## src/rtl/cnt_down.sv

```systemverilog
// HH:MM:SS countdown timer with prescaled one-second tick and 7-seg outputs.
// Optional latched alarm output enabled by defining CNT_DOWN_ALARM_EN.
module cnt_down #(
    parameter int TICK_DIV = 50000000
) (
    input  logic       clk,
    input  logic       rst,
    input  logic [5:0] load_h,
    input  logic [5:0] load_m,
    input  logic [5:0] load_s,
    input  logic       load,
    input  logic       start,
    input  logic       stop,
    output logic [5:0] hours,
    output logic [5:0] minutes,
    output logic [5:0] seconds,
    output logic       running,
    output logic       done,
    output logic [7:0] HEX00,
    output logic [7:0] HEX01,
    output logic [7:0] HEX02,
    output logic [7:0] HEX03,
    output logic [7:0] HEX04,
    output logic [7:0] HEX05,
    output logic       alarm,
    input  logic       alarm_ack
);

    localparam int PW = $clog2(TICK_DIV);
    localparam logic [PW-1:0] TOP = PW'(TICK_DIV - 1);

    typedef enum logic [1:0] {IDLE, RUN, PAUSE, EXPIRED} state_t;

    state_t        state_q, state_d;
    logic [PW-1:0] presc_q, presc_d;
    logic [5:0]    h_d, m_d, s_d;
    logic          done_d;

    function automatic logic [5:0] sat(input logic [5:0] v, input logic [5:0] max);
        return (v > max) ? max : v;
    endfunction

    function automatic logic [6:0] seg7(input logic [5:0] d);
        case (d)
            6'd0:    return 7'b1000000;
            6'd1:    return 7'b1111001;
            6'd2:    return 7'b0100100;
            6'd3:    return 7'b0110000;
            6'd4:    return 7'b0011001;
            6'd5:    return 7'b0010010;
            6'd6:    return 7'b0000010;
            6'd7:    return 7'b1111000;
            6'd8:    return 7'b0000000;
            6'd9:    return 7'b0010000;
            default: return 7'b1111111;
        endcase
    endfunction

    // State, prescaler, time and done pulse registers
    always_ff @(posedge clk or negedge rst) begin
        if (!rst) begin
            state_q <= IDLE;
            presc_q <= '0;
            hours   <= '0;
            minutes <= '0;
            seconds <= '0;
            done    <= 1'b0;
        end else begin
            state_q <= state_d;
            presc_q <= presc_d;
            hours   <= h_d;
            minutes <= m_d;
            seconds <= s_d;
            done    <= done_d;
        end
    end

    // Next-state: load beats stop beats start; time moves only on load or tick
    always_comb begin
        state_d = state_q;
        presc_d = presc_q;
        h_d     = hours;
        m_d     = minutes;
        s_d     = seconds;
        done_d  = 1'b0;
        if (load) begin
            state_d = IDLE;
            presc_d = '0;
            h_d     = sat(load_h, 6'd23);
            m_d     = sat(load_m, 6'd59);
            s_d     = sat(load_s, 6'd59);
        end else begin
            case (state_q)
                IDLE: begin
                    if (!stop && start &&
                        (hours != 6'd0 || minutes != 6'd0 || seconds != 6'd0))
                        state_d = RUN;
                end
                RUN: begin
                    if (stop) begin
                        state_d = PAUSE;
                    end else if (presc_q == TOP) begin
                        presc_d = '0;
                        if (seconds != 6'd0) begin
                            s_d = seconds - 6'd1;
                        end else if (minutes != 6'd0) begin
                            s_d = 6'd59;
                            m_d = minutes - 6'd1;
                        end else begin
                            s_d = 6'd59;
                            m_d = 6'd59;
                            h_d = hours - 6'd1;
                        end
                        if (hours == 6'd0 && minutes == 6'd0 && seconds == 6'd1) begin
                            state_d = EXPIRED;
                            done_d  = 1'b1;
                        end
                    end else begin
                        presc_d = presc_q + 1'b1;
                    end
                end
                PAUSE: begin
                    if (start && !stop)
                        state_d = RUN;
                end
                EXPIRED: begin
                    state_d = EXPIRED;
                end
                default: state_d = IDLE;
            endcase
        end
    end

    assign running = (state_q == RUN);

    // Display decode straight from the time registers
    always_comb begin
        HEX00 = {1'b1, seg7(hours / 6'd10)};
        HEX01 = {1'b1, seg7(hours % 6'd10)};
        HEX02 = {1'b1, seg7(minutes / 6'd10)};
        HEX03 = {1'b1, seg7(minutes % 6'd10)};
        HEX04 = {1'b1, seg7(seconds / 6'd10)};
        HEX05 = {1'b1, seg7(seconds % 6'd10)};
    end

`ifdef CNT_DOWN_ALARM_EN
    logic alarm_q;

    // Alarm latches on expiry; set wins over a same-cycle acknowledge
    always_ff @(posedge clk or negedge rst) begin
        if (!rst)
            alarm_q <= 1'b0;
        else if (done_d)
            alarm_q <= 1'b1;
        else if (alarm_ack || load)
            alarm_q <= 1'b0;
    end

    assign alarm = alarm_q;
`else
    logic unused_alarm_ack;

    assign unused_alarm_ack = alarm_ack;
    assign alarm = 1'b0;
`endif

endmodule

```

## config.mk

```make
export PLATFORM = sky130hd
export DESIGN_NAME = cnt_down
export DESIGN_NICKNAME = d
export VERILOG_FILES = /design/src/rtl/cnt_down.sv
export SDC_FILE = /design/constraint.sdc
export NUM_CORES = 1
export LEC_CHECK = 0
export CAP_MARGIN = 20
export CORE_MARGIN = 10
export CORE_UTILIZATION = 55
export DETAILED_ROUTE_END_ITERATION = 8
export PLACE_DENSITY = 0.85
export SYNTH_ARGS = -nofsm -noshare
export SYNTH_HDL_FRONTEND = slang
export SYNTH_SLANG_ARGS = --single-unit
```

## constraint.sdc

```tcl
create_clock -name clk -period 5.1 [get_ports clk]
set_input_delay 0.51 -clock clk [delete_from_list [all_inputs] [get_ports clk]]
set_output_delay 0.51 -clock clk [all_outputs]
set_load 0.01 [all_outputs]
```

==> results of run 1 <==
==> power breakdown <==
part | leakage [nW] | switching [mW] | internal, mW
registers | 0.615 | 0.153 | 0.408
logic | 1.66 | 0.938 | 0.996
clock network | 0.0515 | 0.123 | 0.124
total | 2.32 | 1.21 | 1.53
==> kinds of logic after synthesis <==
logic type	synth area share
compound gates	0.234
other cells	0.00165
mux	0.0230
simple gates	0.267
fa+ha+maj	0.0944
flops	0.258
buf+inv	0.0716
xor+xnor	0.0499
==> final cells by class <==
type                            count  area [µm²]  area share
Timing Repair Buffer               89         883       0.162
Multi-Input combinational cell    481        3080       0.563
Tap cell                          105         131      0.0240
Clock buffer                        8         100      0.0183
Sequential cell                    47        1180       0.215
Inverter                           27         101      0.0185
==> cell usage after synthesis (8+ instances only) <==
cell / number / area, µm²
and2_1: 9 / 56.3
nor2b_1: 10 / 62.6
inv_1: 27 / 101
nand3_1: 17 / 85.1
clkbuf_1: 24 / 90.1
a21oi_1: 37 / 185
xor2_1: 14 / 123
nor2_1: 62 / 233
a31oi_1: 8 / 50.1
dfrtp_1: 47 / 1180
nand4_1: 10 / 62.6
nand2b_1: 13 / 81.3
nor3_1: 18 / 90.1
ha_1: 32 / 400
nand2_1: 56 / 210
o22ai_1: 8 / 50.1
o21ai_0: 45 / 225
xnor2_1: 12 / 105
==> metrics by stage <==
step           worst slack [ns]  utilization  area (µm²)
3_3_place_gp               1.12        0.657        5340
4_1_cts                   0.694        0.670        5450
5_1_grt                   0.461        0.672        5470
2_1_floorplan              1.80            -        4580
6_report                  0.695        0.672        5470
3_5_place_dp               1.04        0.658        5350
==> worst max path at each step <==
| stage | start | endpoint |
|---|---|---|
| after floorplan | hours[0] | HEX01[3] |
| final | hours[1] | HEX01[3] |
| after global placement | hours[1] | HEX01[3] |
| after CTS | hours[1] | HEX01[3] |
| after detailed placement | hours[1] | HEX01[3] |
| after global routing | hours[1] | HEX01[4] |
==> registers in the layout, summed over array words and instances, names as in the netlist <==
signal and cells:
presc_q 26, hours 6, minutes 6, seconds 6
state_q 2, done 1
==> layer usage <==
layer / GRT usage / up-vias
met1: 0.209 / 2152
met5: 0 / -
met3: 0.0346 / 16
met4: 0.0351 / 0
met2: 0.303 / 119
li1: - / 2224
==> impl_metrics.ini, run 1 <==
[floorplan]
core_area_mm2 = 0.00813
die_w_um = 111
dieArea_mm2 = 0.0123
initial_core_util = 0.561
die_y_um = 111
rows = 33
io_pins = 93

[detailed_routing]
vias = 4511
drt_iter0_drc = 284
dr_wl_met2_um = 5790
detail_route.vias_per_cell = 5.96
totalWireLength_um = 11600
route.met3.wl_um = 590
highest_layer = met4
post-route-drc-count = 0
routedWlPerCell_um = 15.3
dr.pass1.iters = 5
antenna_left = 0
m1WireLength_um = 5020

[clock_tree]
cts_buffers = 5
clockRootBuffer = clkbuf_8
path_clk_slew_ns = 0.08
cts_resized = 0
cts_tree = built
holdBufCountCts = 0
cts_setup_buffers = 0
cts_sinks = 47
worstSkewPairLatency_ns = 0.30
clockBufferDepth = 2
cts_max_level = 2

[timing]
final_hold_viol_count = 0
setup_viol = 0
fin_skew_ns = 0.00663
fin_tns_setup_ns = 0
hold_ws_ns = 0.132
worst_pin_slew_ns = 0.979
rsz0062_at_grt = no
post-route-min-period_ns = 4.41
slew_headroom = 0.345
fmax_mhz = 227
finalMaxSlewViolations = 0
timing.final.crit_share = 0.864

[critical_path]
end_kind = primary output
crit_buf_inv = 2
cp_top_family = simple AND/OR/NAND/NOR gates
ff2ff_setup_slack_ns = 2.12
crit_type = flop to primary output
r2r_start = presc_q[16]
required_ns = 4.59
cp_slowest_stage_delay_ns = 0.64
worstSetupStartpointType = flop
crit_chain = ha_1, nor4bb_1, a211oi_1, o21ai_0, buf_4, xnor2_1, ha_1, or4b_2, o21ai_0, nor3_1, clkdlybuf4s50_1
cp_slowest_cell = dfrtp_1
cp_data_arrival_time_ns = 3.90
crit_cells = 11
r2r-end = seconds[2]
worst_r2r_path_depth = 7
crit_path_max_fanout = 24

[cells_and_area]
insertedDiodeCount = 0
layout-drive-gt1-share = 0.0491
layout.cells.non_filler = 757
finalNetCount = 707
layout_commonest_cell = clkdlybuf4s50_1
layout_common_cells = clkdlybuf4s50_1, nor2_1, nand2_1, dfrtp_1, o21ai_0
n_fill_cell = 671
area_delta_synth_final_pct = 19.9

[logic_synthesis]
ys_seq_area_frac = 0.258
synth_edf_count = 0
netlist_area_mm2 = 0.00456
avgSynthCellArea_um2 = 7.70
synth_top_flop_cell = dfrtp_1
syn_inst = 592
synth_cell_types = 73
yosysWarnings = 0
async_flop_share = 1.00
ys_ff_latch = 47

[power_and_ir_drop]
power.density_mw_per_mm2 = 501
total_power_mw = 2.74
leakage_nw = 2.32
irDropWorstVdd_uv = 478

[grt]
grt_overflow = 0
grt_antenna_before_repair = 0
grt_first_pass_wirelength_um = 18900
grt_pass1_vias = 4053
grt_usage = 0.171
grt_max_degree = 48

[outcome]
status = completed

[placement]
portBuffers = 84
gp_congestion = 0.880
dp.cells = 748
hpwl_um = 8730

[flow_run]
maxCapViolations = 0

[hold_path]
hp-class = primary input to async pin
Power figures use the tool's default switching activity.
==> inputs of run 2 (changes only) <==
--- a/config.mk
+++ b/config.mk
@@ -10,6 +10,7 @@
 export CORE_UTILIZATION = 55
 export DETAILED_ROUTE_END_ITERATION = 8
 export PLACE_DENSITY = 0.85
+export SLEW_MARGIN = 40
 export SYNTH_ARGS = -nofsm -noshare
 export SYNTH_HDL_FRONTEND = slang
 export SYNTH_SLANG_ARGS = --single-unit
==> run 2 against run 1 <==
- sequential cell count unchanged
- clock power about the same
- die area unchanged
==> impl_metrics.ini, run 2 (synthesized netlist as in run 1, its figures left out) <==
[detailed_routing]
detail_route.vias_per_cell = 5.87
routedWlPerCell_um = 15.2
post-route-drc-count = 0
totalWireLength_um = 11500
drt_iter0_drc = 258
antenna_left = 0
vias = 4435
dr.pass1.iters = 5

[cells_and_area]
multiInputGateArea_mm2 = 0.00309
finalNetCount = 706
largest_register_ffs = 26
layout-drive-gt1-share = 0.0522
layout_common_cells = clkdlybuf4s50_1, nor2_1, nand2_1, dfrtp_1, o21ai_0
n_fill_cell = 678
ff_latch_area_mm2 = 0.00118
insertedDiodeCount = 0
layout_commonest_cell = clkdlybuf4s50_1
area_delta_synth_final_pct = 19.8
top_register = presc_q
fin_area_mm2 = 0.00546

[timing]
rsz0062_at_grt = no
worst_pin_slew_ns = 0.744
timing.final.crit_share = 0.864
final_hold_viol_count = 0
fmax_mhz = 227
fin_skew_ns = 0.00428
post-route-min-period_ns = 4.41
finalMaxSlewViolations = 0
fin_tns_setup_ns = 0
slew_headroom = 0.501
setup_viol = 0

[critical_path]
crit_type = flop to primary output
crit_buf_inv = 2
cp-startpoint = hours[1]
end_kind = primary output
cp_slowest_stage_delay_ns = 0.79
crit_chain = ha_1, nor2_1, a211oi_1, o21ai_0, buf_4, xnor2_1, ha_1, or4b_2, o21ai_0, nor3_1, clkdlybuf4s50_1
crit_path_max_fanout = 24
cp_top_family = flip-flops
r2r_start = presc_q[16]
worstSetupStartpointType = flop
cp_slowest_cell = dfrtp_1
cp_data_arrival_time_ns = 3.90
required_ns = 4.59

[clock_tree]
cts_setup_buffers = 0
clockBufferDepth = 2
cts_tree = built
cts_max_level = 2
holdBufCountCts = 0
cts_resized = 0
cts_sinks = 47
clockRootBuffer = clkbuf_8
worstSkewPairLatency_ns = 0.31
cts_buffers = 5
path_clk_slew_ns = 0.09

[grt]
grt_first_pass_wirelength_um = 19100
grt_max_degree = 48
met1_usage = 0.219
grt.busiest_layer = met2
grt_pass1_vias = 4052
gr-usage-met3 = 0.0341
grt_antenna_before_repair = 0
grt_usage = 0.174
grt_overflow = 0
grt_use_met2 = 0.300

[floorplan]
rows = 33
core_area_mm2 = 0.00813
die_y_um = 111
initial_core_util = 0.561
dieArea_mm2 = 0.0123
die_w_um = 111
io_pins = 93

[power_and_ir_drop]
irDropWorstVdd_uv = 560
leakage_nw = 2.31
power.density_mw_per_mm2 = 503

[placement]
gp_congestion = 0.880
dpl_cell_area_mm2 = 0.00535
hpwl_um = 8730
portBuffers = 84

[flow_run]
maxCapViolations = 0

[hold_path]
hp-class = primary input to async pin

[outcome]
status = completed
run 2: cell count changes in the layout (fill, tap and decap cells not counted), sizes merged:
| cell | change |
|---|---|
| buf | -2 |
| clkbuf | +1 |
run 2: final timing paths:
kind | end | slack (ns) | cells past startpoint
setup / recovery | HEX01[3] | 0.69 | 11
hold / removal | presc_q[21] | 0.19 | 1
setup reg to reg | minutes[2] | 2.37 | 6
hold reg to reg | presc_q[18] | 0.53 | 1
max in group asynchronous | presc_q[18] | 4.51 | 1
min in group clk | presc_q[18] | 0.53 | 1
run 2: layout make-up:
cell class	instances	share of cell area
multi-input combinational	481	0.565
sequential	47	0.215
timing repair buffer	88	0.159
tap	105	0.0241
inverter	27	0.0186
clock buffer	8	0.0183
run 2: power by group:
part           total (mW)  switching, mW  leakage [nW]  internal (mW)
clock network       0.250          0.126        0.0515          0.124
logic                1.94          0.939          1.65          0.998
registers           0.559          0.151         0.615          0.408
total                2.75           1.22          2.31           1.53
run 2: worst reg2reg max path, delay by kind of cell, from the launching register on:
family,cells,cell delay [ns]
AND/OR/NAND/NOR,3,1.44
AO/OA/AOI/OAI,3,0.71
flip-flops,1,0.47
run 2: routing by layer:
metal / vias to the layer above / share of wire
met5: - / 0
met1: 2089 / 0.43
li1: 2218 / -
met4: 0 / 0.011
met2: 114 / 0.51
met3: 14 / 0.049
run 2: through the flow:
stage                util  hold WS, ns  power [mW]  std cells  setup WS [ns]
floorplan               -        0.214        1.67        597           1.80
global placement    0.657        0.492        2.44        747           1.12
detailed placement  0.658        0.519        2.51        747           1.05
CTS                 0.671        0.220        2.76        755          0.700
global route        0.671        0.230        2.97        756          0.446
finish              0.671        0.190        2.75        756          0.695
==> inputs of run 3 (changes only) <==
--- a/config.mk
+++ b/config.mk
@@ -5,6 +5,7 @@
 export SDC_FILE = /design/constraint.sdc
 export NUM_CORES = 1
 export LEC_CHECK = 0
+export ABC_AREA = 1
 export CAP_MARGIN = 20
 export CORE_MARGIN = 10
 export CORE_UTILIZATION = 55
==> run 3 against run 2 <==
- sequential power down 13%
- maximum frequency up 18%
- design area down 0.85%
- sequential cell count unchanged
- die area down 2.7%
- final cell count up 12%
- utilization up 2.6 points
- sequential share of layout area up 0.18 points
- routed wire length up 0.39%
- via count up 3.6%
- power up 11%
- largest cell class unchanged
- highest routed layer unchanged
==> impl_metrics.ini, run 3 <==
[power_and_ir_drop]
leakage_nw = 2.57
irDropWorstVdd_uv = 499
power.share.sequential = 0.159
power.density_mw_per_mm2 = 565
switchingPower_mw = 1.46
p_clk_frac = 0.073
power.share.switching = 0.478
p_comb_frac = 0.768
p_int_mw = 1.60

[grt]
grt_pass1_vias = 4365
grt_max_degree = 48
grt_overflow = 0
grt_first_pass_wirelength_um = 18900
grt_usage = 0.187
grt_antenna_before_repair = 0

[logic_synthesis]
synth_edf_count = 0
avgSynthCellArea_um2 = 6.69
ys_ff_latch = 47
synth_mux_area_frac = 0
synth_top_flop_cell = dfrtp_1
synth-compound-area-share = 0.134
yosys.cell_count.top_type = nand2_1
synth_xor_area_frac = 0.0394
yosysTopAreaCell = dfrtp_1
yosys-top-cells-area = dfrtp_1, nand2_1, ha_1, inv_1, nand3_1
yosysWarnings = 0
ys_seq_area_frac = 0.267
netlist_area_mm2 = 0.00441
synthSimpleGateAreaFrac = 0.371
synth-adder-area-share = 0.0907
synth_top_family_by_area = simple AND/OR/NAND/NOR gates
netlist.area_leader.share = 0.267
syn_inst = 660
netlist_top_cells_count = nand2_1, inv_1, nand3_1, nor2_1, o21ai_0
synth_cell_types = 43
async_flop_share = 1.00

[critical_path]
cp_slowest_stage_delay_ns = 0.54
worstSetupStartpointType = flop
crit_buf_inv = 2
ff2ff_setup_slack_ns = 2.05
cp_data_arrival_time_ns = 3.23
worst_r2r_path_depth = 11
cp_slowest_cell = clkdlybuf4s50_1
end_kind = primary output
worst_path_most_repeated_cell = nand2_2
crit_path_max_fanout = 7
crit_cells = 15
crit_path_end = HEX05[3]
r2r-end = hours[0]
crit_type = flop to primary output
cp_top_family = simple AND/OR/NAND/NOR gates
cp-startpoint = seconds[3]
required_ns = 4.59
crit_chain = nor2_4, nand2_2, a21oi_4, xor2_2, nand2_2, nand3_4, nand2_2, nand2_2, inv_1, ha_1, nand3_1, nand2_1, nand2_1, nand2_1, clkdlybuf4s50_1
r2r_start = presc_q[0]

[cells_and_area]
fin_area_mm2 = 0.00542
n_fill_cell = 666
area_delta_synth_final_pct = 22.7
layout_commonest_cell = nand2_1
insertedDiodeCount = 0
layout_common_cells = nand2_1, clkdlybuf4s50_1, inv_1, nand3_1, nor2_1
finalNetCount = 799
largest_register_ffs = 26
top_register = presc_q
layout-drive-gt1-share = 0.0793

[detailed_routing]
routedWlPerCell_um = 13.7
vias = 4594
antenna_left = 0
drt_iter0_drc = 363
detail_route.vias_per_cell = 5.43
dr.pass1.iters = 5
post-route-drc-count = 0
totalWireLength_um = 11600

[clock_tree]
cts_max_level = 2
clockRootBuffer = clkbuf_8
cts_tree = built
cts_sinks = 47
cts_resized = 0
holdBufCountCts = 0
clockBufferDepth = 2
cts_setup_buffers = 0
cts_buffers = 5
path_clk_slew_ns = 0.09
worstSkewPairLatency_ns = 0.31

[outcome]
status = completed

[floorplan]
rows = 32
initial_core_util = 0.568
core_area_mm2 = 0.00777
io_pins = 93
dieArea_mm2 = 0.0120
die_y_um = 110
die_w_um = 110

[timing]
setup_viol = 0
post-route-min-period_ns = 3.74
fin_skew_ns = 0.00766
slew_headroom = 0.459
fin_ws_ns = 1.36
worst_pin_slew_ns = 0.811
finalMaxSlewViolations = 0
fin_tns_setup_ns = 0
fmax_mhz = 267
final_hold_viol_count = 0
timing.final.crit_share = 0.733
rsz0062_at_grt = no

[placement]
portBuffers = 84
dpl_cell_area_mm2 = 0.00533
pre_cts_ws_ns = 1.68
gp_congestion = 0.904
hpwl_um = 9180

[flow_run]
maxCapViolations = 0

[hold_path]
hp-class = primary input to async pin
## run 3: cell type report
cell class | count | area (µm²) | area share
clock inverters | 3 | 20.0 | 0.00370
inverters | 89 | 339 | 0.0626
well taps | 102 | 128 | 0.0236
multi-input cells | 514 | 2830 | 0.523
clock buffers | 5 | 68.8 | 0.0127
flip-flops and latches | 47 | 1180 | 0.217
repair buffers | 86 | 853 | 0.158
## run 3: kinds of logic (layout without fill, tap and decap cells)
family	count (synthesis)	in the layout
other	2	7
flip-flops	47	47
XOR/XNOR	19	19
AND/OR/NAND/NOR	353	353
buffers and inverters	104	183
adder cells (fa/ha/maj)	32	32
AO/OA/AOI/OAI	103	103
## run 3: per-stage QoR
stage          total power, mW  utilization  instances  hold slack [ns]
6_report                  3.06        0.697        846            0.208
5_1_grt                   3.34        0.697        846            0.237
4_1_cts                   3.08        0.697        846            0.224
3_5_place_dp              2.85        0.686        838            0.498
3_3_place_gp              2.77        0.685        838            0.485
2_1_floorplan             1.82            -        665            0.214
## run 3: worst min-delay path by stage
stage	start	endpoint	slack (ns)
final	rst	presc_q[20]	0.21
after global routing	rst	presc_q[14]	0.24
after CTS	rst	state_q[0]	0.22
after detailed placement	presc_q[14]	presc_q[14]	0.50
after global placement	presc_q[0]	presc_q[0]	0.49
after floorplan	rst	done	0.21
## run 3: per-layer routing
| metal | wire, µm | up-vias | GRT usage |
|---|---|---|---|
| met5 | 0 | - | 0 |
| met3 | 840 | 16 | 0.0304 |
| li1 | - | 2312 | - |
| met2 | 5730 | 146 | 0.336 |
| met1 | 4830 | 2120 | 0.223 |
| met4 | 170 | 0 | 0.0530 |
## run 3: power by group through the flow
stage	Combinational (mW)	Sequential (mW)	Clock (mW)
floorplan	1.33	0.486	0
global placement	2.28	0.489	0
detailed placement	2.36	0.492	0
CTS	2.36	0.484	0.229
global route	2.60	0.494	0.246
finish	2.35	0.486	0.225
